**config.mk**
```make
export PLATFORM = sky130hd
export DESIGN_NAME = clint
export DESIGN_NICKNAME = d
export VERILOG_FILES = /design/src/rtl/clint_pkg.sv /design/src/rtl/clint.sv
export SDC_FILE = /design/constraint.sdc
export NUM_CORES = 1
export LEC_CHECK = 0
export BUFFER_PORTS_ARGS = -buffer_cell sky130_fd_sc_hd__buf_2
export CELL_PAD_IN_SITES_DETAIL_PLACEMENT = 0
export CELL_PAD_IN_SITES_GLOBAL_PLACEMENT = 1
export CORE_MARGIN = 3
export CORE_UTILIZATION = 27
export DETAILED_ROUTE_END_ITERATION = 10
export GPL_TIMING_DRIVEN = 1
export PLACE_DENSITY = 0.93
export SLEW_MARGIN = 25
export SYNTH_ARGS = -nofsm -noshare
export SYNTH_HDL_FRONTEND = slang
export SYNTH_SLANG_ARGS = --single-unit
export TNS_END_PERCENT = 100
```
**constraint.sdc**
```tcl
create_clock -name clk -period 3.4 [get_ports clk]
set_clock_uncertainty 0.15 [all_clocks]
set_input_delay 0.51 -clock clk [delete_from_list [all_inputs] [get_ports clk]]
set_output_delay 0.51 -clock clk [all_outputs]
set_load 0.005 [all_outputs]
```
**src/rtl/clint_pkg.sv**
```systemverilog
// -----------------------------------------------------------------------------
// clint_pkg
// Shared definitions for the core-local interrupt/trap controller (clint):
// datapath widths, CSR addresses written by the controller, the system
// instruction encodings it decodes, synchronous-exception cause codes and the
// mstatus bit positions it manipulates.
// -----------------------------------------------------------------------------
package clint_pkg;

  localparam int CPU_WIDTH      = 32;
  localparam int CSR_ADDR_WIDTH = 12;

  // CSR addresses (machine-mode trap CSRs)
  localparam logic [CSR_ADDR_WIDTH-1:0] CSR_MSTATUS = 12'h300;
  localparam logic [CSR_ADDR_WIDTH-1:0] CSR_MEPC    = 12'h341;
  localparam logic [CSR_ADDR_WIDTH-1:0] CSR_MCAUSE  = 12'h342;

  // System instruction encodings
  localparam logic [CPU_WIDTH-1:0] INST_ECALL  = 32'h0000_0073;
  localparam logic [CPU_WIDTH-1:0] INST_EBREAK = 32'h0010_0073;
  localparam logic [CPU_WIDTH-1:0] INST_MRET   = 32'h3020_0073;

  // Synchronous exception causes (interrupt bit clear)
  localparam logic [CPU_WIDTH-1:0] CAUSE_ECALL  = 32'd11;
  localparam logic [CPU_WIDTH-1:0] CAUSE_EBREAK = 32'd3;

  // mstatus bit positions
  localparam int MSTATUS_MIE  = 3;
  localparam int MSTATUS_MPIE = 7;

endpackage

```
**src/rtl/clint.sv**
```systemverilog
// -----------------------------------------------------------------------------
// clint -- core-local interrupt/trap controller
//
// Decodes ecall / ebreak / mret in execute and the level-sensitive external
// interrupt (gated by mstatus.MIE), then sequences trap entry
// (mepc -> mcause -> mstatus -> redirect) or trap return
// (mstatus -> redirect to mepc). CSR writes go out on the client write port,
// the pipeline is held for the whole sequence, and fetch gets a one-cycle
// redirect pulse.
//
// Optional feature: define CLINT_VECTORED_EN to honour vectored mtvec mode
// (mtvec[1:0] = 2'b01) for interrupts; otherwise the vector is always the
// mtvec base.
//
// Ports:
//   clk, rst                 clock, synchronous active-high reset
//   inst_i, inst_addr_i      instruction in execute and its PC
//   jump_flag_i, jump_addr_i execute redirect (used as epc when active)
//   irq_i                    external interrupt request (level)
//   csr_mtvec_i/mepc_i/mstatus_i  current CSR values
//   client_csr_wr_en_o/adder_o/data_o  CSR client write port
//   hold_flag_o              pipeline stall request
//   int_assert_o, int_addr_o one-cycle redirect pulse and target
//
// Handshake: there is no back-pressure. A client CSR write is a single-cycle
// strobe that the CSR file always accepts at the end of that cycle;
// int_assert_o is a single-cycle pulse that fetch always accepts.
// -----------------------------------------------------------------------------
module clint
  import clint_pkg::*;
#(
  parameter logic [CPU_WIDTH-1:0] IRQ_CAUSE = 32'h8000_000B
) (
  input  logic                      clk,
  input  logic                      rst,
  input  logic [CPU_WIDTH-1:0]      inst_i,
  input  logic [CPU_WIDTH-1:0]      inst_addr_i,
  input  logic                      jump_flag_i,
  input  logic [CPU_WIDTH-1:0]      jump_addr_i,
  input  logic                      irq_i,
  input  logic [CPU_WIDTH-1:0]      csr_mtvec_i,
  input  logic [CPU_WIDTH-1:0]      csr_mepc_i,
  input  logic [CPU_WIDTH-1:0]      csr_mstatus_i,
  output logic                      client_csr_wr_en_o,
  output logic [CSR_ADDR_WIDTH-1:0] client_csr_wr_adder_o,
  output logic [CPU_WIDTH-1:0]      client_csr_wr_data_o,
  output logic                      hold_flag_o,
  output logic                      int_assert_o,
  output logic [CPU_WIDTH-1:0]      int_addr_o
);

  typedef enum logic [2:0] {
    S_IDLE,
    S_W_MEPC,
    S_W_MCAUSE,
    S_W_MSTATUS,
    S_JUMP,
    S_R_MSTATUS,
    S_R_JUMP
  } state_e;

  state_e               state_q, state_d;
  logic [CPU_WIDTH-1:0] cause_q, cause_d;
  logic [CPU_WIDTH-1:0] epc_q,   epc_d;

  logic                 is_ecall, is_ebreak, is_mret, is_irq;
  logic [CPU_WIDTH-1:0] trap_vec;
  logic [CPU_WIDTH-1:0] mstatus_enter, mstatus_ret;

  assign is_ecall  = (inst_i == INST_ECALL);
  assign is_ebreak = (inst_i == INST_EBREAK);
  assign is_mret   = (inst_i == INST_MRET);
  assign is_irq    = irq_i & csr_mstatus_i[MSTATUS_MIE];

  // Trap entry: stash MIE into MPIE and disable interrupts.
  always_comb begin
    mstatus_enter               = csr_mstatus_i;
    mstatus_enter[MSTATUS_MPIE] = csr_mstatus_i[MSTATUS_MIE];
    mstatus_enter[MSTATUS_MIE]  = 1'b0;
  end

  // Trap return: restore MIE from MPIE and set MPIE.
  always_comb begin
    mstatus_ret               = csr_mstatus_i;
    mstatus_ret[MSTATUS_MIE]  = csr_mstatus_i[MSTATUS_MPIE];
    mstatus_ret[MSTATUS_MPIE] = 1'b1;
  end

`ifdef CLINT_VECTORED_EN
  // Vectored mode only offsets interrupts; 4*cause[30:0] truncated to 32 bits.
  always_comb begin
    trap_vec = {csr_mtvec_i[CPU_WIDTH-1:2], 2'b00};
    if (csr_mtvec_i[1:0] == 2'b01 && cause_q[CPU_WIDTH-1])
      trap_vec = trap_vec + {cause_q[CPU_WIDTH-3:0], 2'b00};
  end
`else
  logic unused_mtvec_mode;
  assign unused_mtvec_mode = ^csr_mtvec_i[1:0];
  assign trap_vec          = {csr_mtvec_i[CPU_WIDTH-1:2], 2'b00};
`endif

  always_comb begin
    state_d               = state_q;
    cause_d               = cause_q;
    epc_d                 = epc_q;
    client_csr_wr_en_o    = 1'b0;
    client_csr_wr_adder_o = '0;
    client_csr_wr_data_o  = '0;
    int_assert_o          = 1'b0;
    int_addr_o            = '0;
    hold_flag_o           = (state_q != S_IDLE);

    case (state_q)
      S_IDLE: begin
        // Priority: ecall/ebreak > mret > irq. A losing irq is a level and
        // is simply seen again on a later idle cycle.
        if (is_ecall || is_ebreak || (is_irq && !is_mret)) begin
          state_d     = S_W_MEPC;
          cause_d     = is_ecall  ? CAUSE_ECALL  :
                        is_ebreak ? CAUSE_EBREAK : IRQ_CAUSE;
          epc_d       = jump_flag_i ? jump_addr_i : inst_addr_i;
          hold_flag_o = 1'b1;
        end else if (is_mret) begin
          state_d     = S_R_MSTATUS;
          hold_flag_o = 1'b1;
        end
      end
      S_W_MEPC: begin
        client_csr_wr_en_o    = 1'b1;
        client_csr_wr_adder_o = CSR_MEPC;
        client_csr_wr_data_o  = epc_q;
        state_d               = S_W_MCAUSE;
      end
      S_W_MCAUSE: begin
        client_csr_wr_en_o    = 1'b1;
        client_csr_wr_adder_o = CSR_MCAUSE;
        client_csr_wr_data_o  = cause_q;
        state_d               = S_W_MSTATUS;
      end
      S_W_MSTATUS: begin
        client_csr_wr_en_o    = 1'b1;
        client_csr_wr_adder_o = CSR_MSTATUS;
        client_csr_wr_data_o  = mstatus_enter;
        state_d               = S_JUMP;
      end
      S_JUMP: begin
        int_assert_o = 1'b1;
        int_addr_o   = trap_vec;
        state_d      = S_IDLE;
      end
      S_R_MSTATUS: begin
        client_csr_wr_en_o    = 1'b1;
        client_csr_wr_adder_o = CSR_MSTATUS;
        client_csr_wr_data_o  = mstatus_ret;
        state_d               = S_R_JUMP;
      end
      S_R_JUMP: begin
        // mepc is read here, after any handler write has committed.
        int_assert_o = 1'b1;
        int_addr_o   = csr_mepc_i;
        state_d      = S_IDLE;
      end
      default: state_d = S_IDLE;
    endcase

    // Reset silences every output in the same cycle, so an abandoned
    // sequence issues no further writes or redirects.
    if (rst) begin
      client_csr_wr_en_o    = 1'b0;
      client_csr_wr_adder_o = '0;
      client_csr_wr_data_o  = '0;
      int_assert_o          = 1'b0;
      int_addr_o            = '0;
      hold_flag_o           = 1'b0;
    end
  end

  always_ff @(posedge clk) begin
    if (rst) begin
      state_q <= S_IDLE;
      cause_q <= '0;
      epc_q   <= '0;
    end else begin
      state_q <= state_d;
      cause_q <= cause_d;
      epc_q   <= epc_d;
    end
  end

endmodule

```
* Word-level counts from Yosys, hierarchy flattened
Cells that the tools add are included.
** Storage, ports and cells
- Register bits after elaboration :: 67
- Output and inout bits :: 79
- Word-level logic and storage cells :: 44
- Input bits :: 196
** Cells by class
- Reduce and logical (&&, ||, !) cells :: 10
- Mux-type cells :: 20
- Bitwise gates (word level) :: 1
- Eq/ne operators :: 10
** Operators by type and width (count)
- $mux W32 :: 5
- $pmux W32 S4 :: 1
- $pmux W32 S2 :: 1
- $eq A32 B21 Y1 const B :: 1
- $eq A32 B30 Y1 const B :: 1
- $eq A32 B7 Y1 const B :: 1
- $pmux W10 S3 :: 1
- $pmux W3 S5 :: 1
- $mux W12 :: 1
- $eq A3 B3 Y1 const B :: 3
- $mux W1 :: 8
- $eq A3 B2 Y1 const B :: 2
- $mux W3 :: 2
- $reduce_or A2 Y1 :: 2
- $reduce_or A4 Y1 :: 1
- $eq A3 B1 Y1 const B :: 1
- $logic_not A3 Y1 :: 1
- $ne A3 B3 Y1 const B :: 1
- $reduce_bool A3 Y1 :: 1
- $logic_or A1 B1 Y1 :: 2
- $reduce_and A2 Y1 :: 1
- $and A1 B1 Y1 :: 1
- $logic_and A1 B1 Y1 :: 1
- $logic_not A1 Y1 :: 1

* Logic depth before layout (Yosys ltp)
Gate-level depths: netlist (run 1).
- Depth in word-level cells :: 7
- Mapped depth :: 7
- Gate-level depth less buffers :: 5

* Worst setup path before layout (run 1)
No wires, ideal clock.
- Path type :: input to register
- Start :: input inst_i[25]
- End :: register epc_q[10]
- Data required time :: 3.163 ns
- Setup slack :: 0.869 ns
- Arrival time :: 2.294 ns
- Stages :: 6
- Path buffers :: 2
- Setup time :: 0.087 ns
- Cell sequence :: or4_4 or3_4 o32a_1 buf_6 buf_12 a221oi_2
** On the way
- Word-level cells in the longest chain between the ends :: 5
- Elaborated cells on any way between the ends :: 8
** Ends and longest elaborated chain
- from (decl) :: RTL line clint.sv:36 : input logic [CPU_WIDTH-1:0] inst_i,
- $eq A32 B30 Y1 :: RTL line clint.sv:72 : assign is_mret = (inst_i == INST_MRET);
- $logic_not A1 Y1 :: RTL line clint.sv:117 : if (is_ecall || is_ebreak || (is_irq && !is_mret)) begin
- $logic_and A1 B1 Y1 :: RTL line clint.sv:117
- $logic_or A1 B1 Y1 * :: RTL line clint.sv:117
- $reduce_and A2 Y1 (no line) *
- to (signal assigned) :: RTL line clint.sv:186 : epc_q <= epc_d;
- to (decl) :: RTL line clint.sv:64 : logic [CPU_WIDTH-1:0] epc_q, epc_d;
Mark *: on every way between the ends. The rest lies on a longest branch, timed or not.
A chain may end at the register's enable or synchronous reset.

* Final worst setup path (run 1)
- Start :: register state_q[2]
- End :: output int_addr_o[20]
** On the way
- Word-level cells in the longest chain between the ends :: 3
- Elaborated cells on any way between the ends :: 4
** Ends and longest elaborated chain
- from (decl) :: RTL line clint.sv:62 : state_e state_q, state_d;
- from (signal assigned) :: RTL line clint.sv:184 : state_q <= state_d;
- $eq A3 B3 Y1 :: RTL line clint.sv:113 : case (state_q)
- $pmux W32 S2 * :: RTL line clint.sv:113
- $mux W32 * :: RTL line clint.sv:168 : if (rst) begin
- to (decl) :: RTL line clint.sv:49 : output logic [CPU_WIDTH-1:0] int_addr_o
Marked as above.

==> impl_metrics.ini, run 1 <==
[outcome]
status = completed

[run]
drv_cap = 0

[routing]
viasPerCell = 5.03
ant_nets = 0
drc_errors = 0
vias = 3953
drt_wl_total_mm = 12.0
first_pass_iters = 4
post_drt_wl_per_cell_um = 15.3
initialDrtViolationCount = 203

[placement]
io_buffer_count = 265
hpwl_mm = 9.30
preCtsSetupSlack_ns = 0.272
post_dp_cell_area_um2 = 4540
routabilityCongestion = 0.798

[sta]
max_freq_mhz = 330
rsz0062_at_grt = false
hold_violations = 0
finalMaxSlewViolations = 0
period_minus_slack_ns = 3.03
finalCritPeriodShare_pct = 89.1
setup_slack_ns = 0.369
whs_ns = 0.297
tns_ns = 0
setup_viol = 0
tightest_slew_ns = 0.956
maxSlewHeadroom_pct = 36.3

[grt]
grt_antenna_before_repair = 0
grt_pass1_vias = 3732
gr-total-overflow = 0
grt_start_max_net_pins = 43
track_usage_pct = 16.9
grt_pass1_wl_mm = 18.1

[synthesis]
synthFlopType = dfxtp_1
synth_cells = 409
syn_avg_cell_area_um2 = 7.75
seq_area_frac_synth_pct = 24.0
synth-edff-count = 0
syn_area_um2 = 3170
yosys_register_bits = 38
ys_async_sr_fraction_pct = 0
ys_warn_count = 0
ys_types = 46

[critical_path]
cp_data_required_time_ns = 2.74
slowest_delay_ns = 0.60
cp_slowest_cell = dfxtp_1
cp_top_family = buffers and inverters
cp-end-kind = primary output
cp_num_buf_inv = 3
cp-start-kind = register
crit_type = reg2out
cp_max_fo = 20
crit_chain = inv_1 > nor3_2 > buf_4 > a22oi_1 > nor2_1 > buf_2
critPathArrivalTime_ns = 2.37

[pwr]
peakVddDrop_uv = 232
leakage_uw = 0.00210
power-per-cell-area_nw_per_um2 = 490

[final_layout]
utilization_pct = 42.1
drive_above_1_share_pct = 50.2
syn2layout_area_growth_pct = 48.4
fin_nets = 841
diodes = 0
fin_area_um2 = 4700

[clock_network]
cts_hold_buf = 0
cts_tree = built
clk_path_buf_depth = 2
clk_latency_ns = 0.27
htreeDepth = 2
cts.sinks = 38
postCtsSetupRepairBufs = 0
cts_root_buf = clkbuf_16
cts-resized-gates = 0
clk_pin_slew_ns = 0.06
cts_buffers = 5

[floorplan]
die_y_um = 114
io_pins = 275
core_um2 = 11200
die_w_um = 114
num_rows = 38
start_util_pct = 28.4
dieArea_um2 = 13100

[worst_hold_path]
hold_class = in2reg
[cells by family (layout without fill, tap and decap cells)]
logic type / Yosys count / after routing / synth area share, %
other: 1 / 7 / 0.118
AOI/OAI and AO/OA: 138 / 138 / 39.5
DFF: 38 / 38 / 24.0
buffers and inverters: 93 / 324 / 14.0
xor gates and xnor gates: 1 / 1 / 0.276
muxes: 1 / 1 / 0.316
and+or+nand+nor: 137 / 137 / 21.9
[cells in the mapped netlist, types with 3 or more instances]
cell type / number / share of area (%)
a221oi_2: 28 / 13
nor2_1: 67 / 7.9
buf_1: 3 / 0.36
nor4_1: 6 / 1.2
nor3_1: 7 / 1.1
a211oi_1: 32 / 7.6
buf_2: 3 / 0.47
buf_4: 9 / 2.1
a22oi_1: 57 / 13
inv_1: 39 / 4.6
buf_12: 3 / 1.9
nor2b_1: 32 / 6.3
clkbuf_1: 35 / 4.1
a21oi_1: 5 / 0.79
nand2_1: 7 / 0.83
nor3b_1: 3 / 0.71
a221oi_1: 5 / 1.4
dfxtp_1: 38 / 24
[report_power, final]
part | switching (uW) | internal, uW
Sequential | 94.6 | 546
Clock | 182 | 290
Combinational | 705 | 485
Total | 982 | 1320
[final timing paths]
kind	endpoint	startpoint	slack [ns]	cells after the start
worst max-delay path	int_addr_o[20]	state_q[2]	0.37	6
worst max register to register	epc_q[2]	state_q[2]	1.34	4
worst min-delay path	cause_q[3]	inst_i[20]	0.30	2
worst min register to register	epc_q[17]	epc_q[17]	0.31	2
[state kept, by name (all words and copies together), names as in the netlist]
name	count
state_q	3
cause_q	3
epc_q	32
[routing by layer]
metal	global-route usage [%]	up-vias	part of all wire, %
met4	2.93	0	0.39
li1	-	1959	-
met5	0	-	0
met1	21.5	1824	42
met3	2.85	4	7.5
met2	30.3	166	50
[area by class of cell]
class | instances | area, um2
Fill cell | 1173 | 6470
Multi-Input combinational cell | 284 | 2030
Timing Repair Buffer | 277 | 1440
Sequential cell | 38 | 761
Tap cell | 140 | 175
Inverter | 39 | 146
Clock buffer | 6 | 139
Clock inverter | 2 | 12.5
[metrics by stage]
stage | instances | power (uW)
finish | 786 | 2300
global route | 786 | 2500
CTS | 786 | 2340
detailed placement | 778 | 1850
global placement | 778 | 1810
floorplan | 415 | 1480
[layout by cell type (no fill, tap or decap), types with 2 or more instances in the layout]
cell type / Yosys / routed
a211oi_1: 32 / 32
a21oi_1: 5 / 5
a221oi_1: 5 / 5
a221oi_2: 28 / 28
a222oi_1: 2 / 2
a22oi_1: 57 / 57
and3b_1: 2 / 2
buf_12: 3 / 2
buf_2: 3 / 265
buf_4: 9 / 10
clkbuf_16: 0 / 5
conb_1: 1 / 7
dfxtp_1: 38 / 38
inv_1: 39 / 39
nand2_1: 7 / 7
nor2_1: 67 / 66
nor2b_1: 32 / 32
nor3_1: 7 / 6
nor3b_1: 3 / 2
nor4_1: 6 / 6
Note: power is estimated with default switching activity, not from simulation.
==> run 2: changes to the inputs <==
--- a/config.mk
+++ b/config.mk
@@ -9,10 +9,10 @@
 export CELL_PAD_IN_SITES_DETAIL_PLACEMENT = 0
 export CELL_PAD_IN_SITES_GLOBAL_PLACEMENT = 1
 export CORE_MARGIN = 3
-export CORE_UTILIZATION = 27
+export CORE_UTILIZATION = 25
 export DETAILED_ROUTE_END_ITERATION = 10
 export GPL_TIMING_DRIVEN = 1
-export PLACE_DENSITY = 0.93
+export PLACE_DENSITY = 0.87
 export SLEW_MARGIN = 25
 export SYNTH_ARGS = -nofsm -noshare
 export SYNTH_HDL_FRONTEND = slang
==> constraint.sdc (replaced) <==
create_clock -name clk -period 3 [get_ports clk]
set_clock_uncertainty 0.15 [all_clocks]
set_input_delay 0.45 -clock clk [delete_from_list [all_inputs] [get_ports clk]]
set_output_delay 0.45 -clock clk [all_outputs]
set_load 0.005 [all_outputs]
==> impl_metrics.ini, run 2 (synthesized netlist as in run 1, its figures left out) <==
[critical_path]
slowest_delay_ns = 0.57
crit_type = reg2out
cp_slowest_cell = dfxtp_1
critPathArrivalTime_ns = 2.10
crit_chain = inv_1 > nor3b_2 > buf_4 > a22oi_1 > nor2_1 > buf_2
cp_data_required_time_ns = 2.40
cp-start-kind = register
cp-end-kind = primary output
cp_max_fo = 32
cp_top_family = buffers and inverters
cp_num_buf_inv = 3

[pwr]
leakage_uw = 0.00210
power-per-cell-area_nw_per_um2 = 551
finalPower_uw = 2610
peakVddDrop_uv = 274

[sta]
setup_viol = 0
tightest_slew_ns = 0.654
maxSlewHeadroom_pct = 56.4
period_minus_slack_ns = 2.70
max_freq_mhz = 370
hold_violations = 0
finalCritPeriodShare_pct = 90.0
tns_ns = 0
rsz0062_at_grt = false
finalMaxSlewViolations = 0

[final_layout]
regMostFlops = epc_q
syn2layout_area_growth_pct = 49.3
layout_common_cells = buf_2, nor2_1, a22oi_1
utilization_pct = 38.8
final_common_cell = buf_2
top_regs = epc_q: 32 flops, cause_q: 3 flops, state_q: 3 flops
fin_area_um2 = 4730
drive_above_1_share_pct = 50.1
final_cells = 817
largest_reg_flops = 32
fin_nets = 844
diodes = 0

[floorplan]
core_um2 = 12200
start_util_pct = 26.0
die_w_um = 119
num_rows = 40
die_y_um = 119
dieArea_um2 = 14100
io_pins = 275

[routing]
ant_nets = 0
drt_wl_total_mm = 12.1
viasPerCell = 4.75
post_drt_wl_per_cell_um = 14.9
vias = 3881
initialDrtViolationCount = 237
first_pass_iters = 6
drc_errors = 0

[placement]
post_dp_cell_area_um2 = 4590
dp.cells = 809
routabilityCongestion = 0.746
io_buffer_count = 265
hpwl_mm = 9.62

[outcome]
status = completed

[clock_network]
clk_pin_slew_ns = 0.06
cts_tree = built
htreeDepth = 2
clk_path_buf_depth = 2
clk_latency_ns = 0.27
cts_root_buf = clkbuf_16
cts_buffers = 5
postCtsSetupRepairBufs = 0
cts_hold_buf = 0
cts.sinks = 38
cts-resized-gates = 0

[grt]
grt_pass1_wl_mm = 18.6
gr-total-overflow = 0
grt_start_max_net_pins = 44
grt_antenna_before_repair = 0
grt_pass1_vias = 3701
track_usage_pct = 15.9

[worst_hold_path]
hold_class = in2reg

[run]
drv_cap = 0
[run 2: cell types whose count changed in the layout (fill, tap and decap cells not counted), sizes merged]
cell	previous run	this run
clkbuf	6	7
clkinvlp	1	0
buf	277	280
[run 2: cell type report]
class	instances	area, um2
clock buffer	7	143
inverter	39	146
fill	1361	7480
sequential	38	761
clock inverter	1	5.00
timing repair buffer	280	1450
tap	168	210
multi-input combinational	284	2020
[run 2: metrics by stage]
| step | worst slack (ns) | hold WS, ns |
|---|---|---|
| 6_report | 0.300 | 0.241 |
| 5_1_grt | 0.114 | 0.245 |
| 4_1_cts | 0.294 | 0.243 |
| 3_5_place_dp | 0.205 | 0.302 |
| 3_3_place_gp | 0.257 | 0.299 |
| 2_1_floorplan | 0.529 | 0.288 |
[run 2: routing by layer]
layer	track usage [%]	part of all wire (%)
met4	3.19	0.92
met2	27.1	48
met1	20.8	44
met5	0	0
met3	3.01	6.8
[run 2: path summary, 6_finish.rpt]
check	startpoint	endpoint	slack, ns	cells past startpoint
min reg2reg	epc_q[28]	epc_q[28]	0.31	2
max	state_q[2]	int_addr_o[18]	0.30	6
max reg2reg	state_q[2]	epc_q[2]	0.85	6
min	inst_i[20]	cause_q[3]	0.24	2
[run 2: report_power, final]
group	switching [uW]	internal, uW
clock network	197	329
logic	793	567
registers	103	619
total	1090	1520
==> run 3: changes to the inputs <==
--- a/config.mk
+++ b/config.mk
@@ -6,13 +6,11 @@
 export NUM_CORES = 1
 export LEC_CHECK = 0
 export BUFFER_PORTS_ARGS = -buffer_cell sky130_fd_sc_hd__buf_2
-export CELL_PAD_IN_SITES_DETAIL_PLACEMENT = 0
-export CELL_PAD_IN_SITES_GLOBAL_PLACEMENT = 1
-export CORE_MARGIN = 3
-export CORE_UTILIZATION = 25
+export CORE_AREA = 3 3 106 108
 export DETAILED_ROUTE_END_ITERATION = 10
+export DIE_AREA = 0 0 109 111
 export GPL_TIMING_DRIVEN = 1
-export PLACE_DENSITY = 0.87
+export PLACE_DENSITY = 0.72
 export SLEW_MARGIN = 25
 export SYNTH_ARGS = -nofsm -noshare
 export SYNTH_HDL_FRONTEND = slang
==> impl_metrics.ini, run 3 (synthesized netlist as in run 1, its figures left out) <==
[floorplan]
num_rows = 37
io_pins = 275
dieArea_um2 = 12100
core_um2 = 10300
start_util_pct = 30.7
die_y_um = 111
die_w_um = 109

[routing]
first_pass_iters = 7
drc_errors = 0
ant_nets = 0
initialDrtViolationCount = 253
drt_wl_total_mm = 12.1
viasPerCell = 5.08
vias = 4005
post_drt_wl_per_cell_um = 15.3

[clock_network]
cts_root_buf = clkbuf_8
cts_buffers = 5
postCtsSetupRepairBufs = 0
cts.sinks = 38
clk_latency_ns = 0.28
clk_path_buf_depth = 2
htreeDepth = 2
clk_pin_slew_ns = 0.07
cts_tree = built

[critical_path]
cp_slowest_cell = nor2_2
critPathArrivalTime_ns = 2.18
cp_data_required_time_ns = 2.40
crit_type = reg2out
cp_max_fo = 14
slowest_delay_ns = 0.48
crit_chain = nand2b_1 > nor2_2 > buf_4 > a22oi_1 > nor2_1 > buf_2
cp-end-kind = primary output
cp-start-kind = register

[sta]
finalCritPeriodShare_pct = 92.5
setup_viol = 0
max_freq_mhz = 360
tightest_slew_ns = 0.653
tns_ns = 0
period_minus_slack_ns = 2.78
hold_violations = 0
maxSlewHeadroom_pct = 56.5
finalMaxSlewViolations = 0
rsz0062_at_grt = false
setup_slack_ns = 0.225

[run]
drv_cap = 0

[grt]
grt_antenna_before_repair = 1
grt_pass1_vias = 3835
track_usage_pct = 18.5
grt_start_max_net_pins = 38
grt_pass1_wl_mm = 18.3
gr-total-overflow = 0

[placement]
preCtsSetupSlack_ns = 0.236
routabilityCongestion = 0.909
hpwl_mm = 9.80
io_buffer_count = 265
dp.cells = 779

[final_layout]
utilization_pct = 45.8
layout_common_cells = buf_2, nor2_1, a22oi_1
syn2layout_area_growth_pct = 49.0
regMostFlops = epc_q
largest_reg_flops = 32
drive_above_1_share_pct = 50.7
final_cells = 788
top_regs = epc_q: 32 flops, cause_q: 3 flops, state_q: 3 flops
fin_nets = 846
final_common_cell = buf_2

[outcome]
status = completed

[pwr]
power-per-cell-area_nw_per_um2 = 554
peakVddDrop_uv = 229
leakage_uw = 0.00212

[worst_hold_path]
hold_class = in2reg
==> run 3: cell count changes in the layout (fill, tap and decap cells not counted), sizes merged <==
cell	previous run	this run
clkinv	1	0
bufinv	0	2
buf	280	282
clkbuf	7	6
diode	0	1
==> run 3: critical path, delay by kind of cell (launching register included) <==
family / cells / cell delay (ns)
AO/OA/AOI/OAI: 1 / 0.11
buffers and inverters: 2 / 0.45
flip-flops: 1 / 0.44
AND/OR/NAND/NOR: 3 / 0.89
==> run 3: area by class of cell <==
type	count	area, um2
Antenna cell	1	2.50
Clock buffer	6	82.6
Clock inverter	2	60.1
Fill cell	1032	5600
Inverter	39	146
Multi-Input combinational cell	284	2020
Sequential cell	38	761
Tap cell	136	170
Timing Repair Buffer	282	1480
==> run 3: worst paths after layout <==
path	startpoint	slack (ns)	depth (start not counted)	end
worst max-delay path	state_q[1]	0.22	6	client_csr_wr_data_o[30]
worst min-delay path	inst_i[20]	0.23	2	cause_q[3]
worst max register to register	state_q[2]	0.89	6	epc_q[1]
worst min register to register	epc_q[24]	0.32	2	epc_q[24]
==> run 3: per-stage QoR <==
step / hold WS [ns] / power (uW) / instance area [um2]
floorplan: 0.288 / 1680 / 3190
CTS: 0.220 / 2630 / 4720
finish: 0.228 / 2620 / 4720
global route: 0.219 / 2810 / 4720
global placement: 0.301 / 2050 / 4570
detailed placement: 0.307 / 2090 / 4570
==> run 3: per-layer routing <==
| layer | up-vias | GRT usage (%) | share of wire (%) |
|---|---|---|---|
| li1 | 1975 | - | - |
| met1 | 1838 | 23.0 | 43 |
| met2 | 170 | 32.2 | 48 |
| met3 | 20 | 3.38 | 7.1 |
| met4 | 2 | 4.97 | 1.6 |
| met5 | - | 0 | 0.11 |
==> run 3: what timing repair did <==
action | in CTS | in global routing
resized for setup | 0 | 2
hold buffers | 0 | 0
endpoints found under the setup margin | 0 | 22
endpoints found under the hold margin | 0 | 0
==> run 3: power breakdown <==
part | switching (uW) | internal, uW
Combinational | 807 | 566
Sequential | 90.1 | 618
Clock | 178 | 355
Total | 1080 | 1540
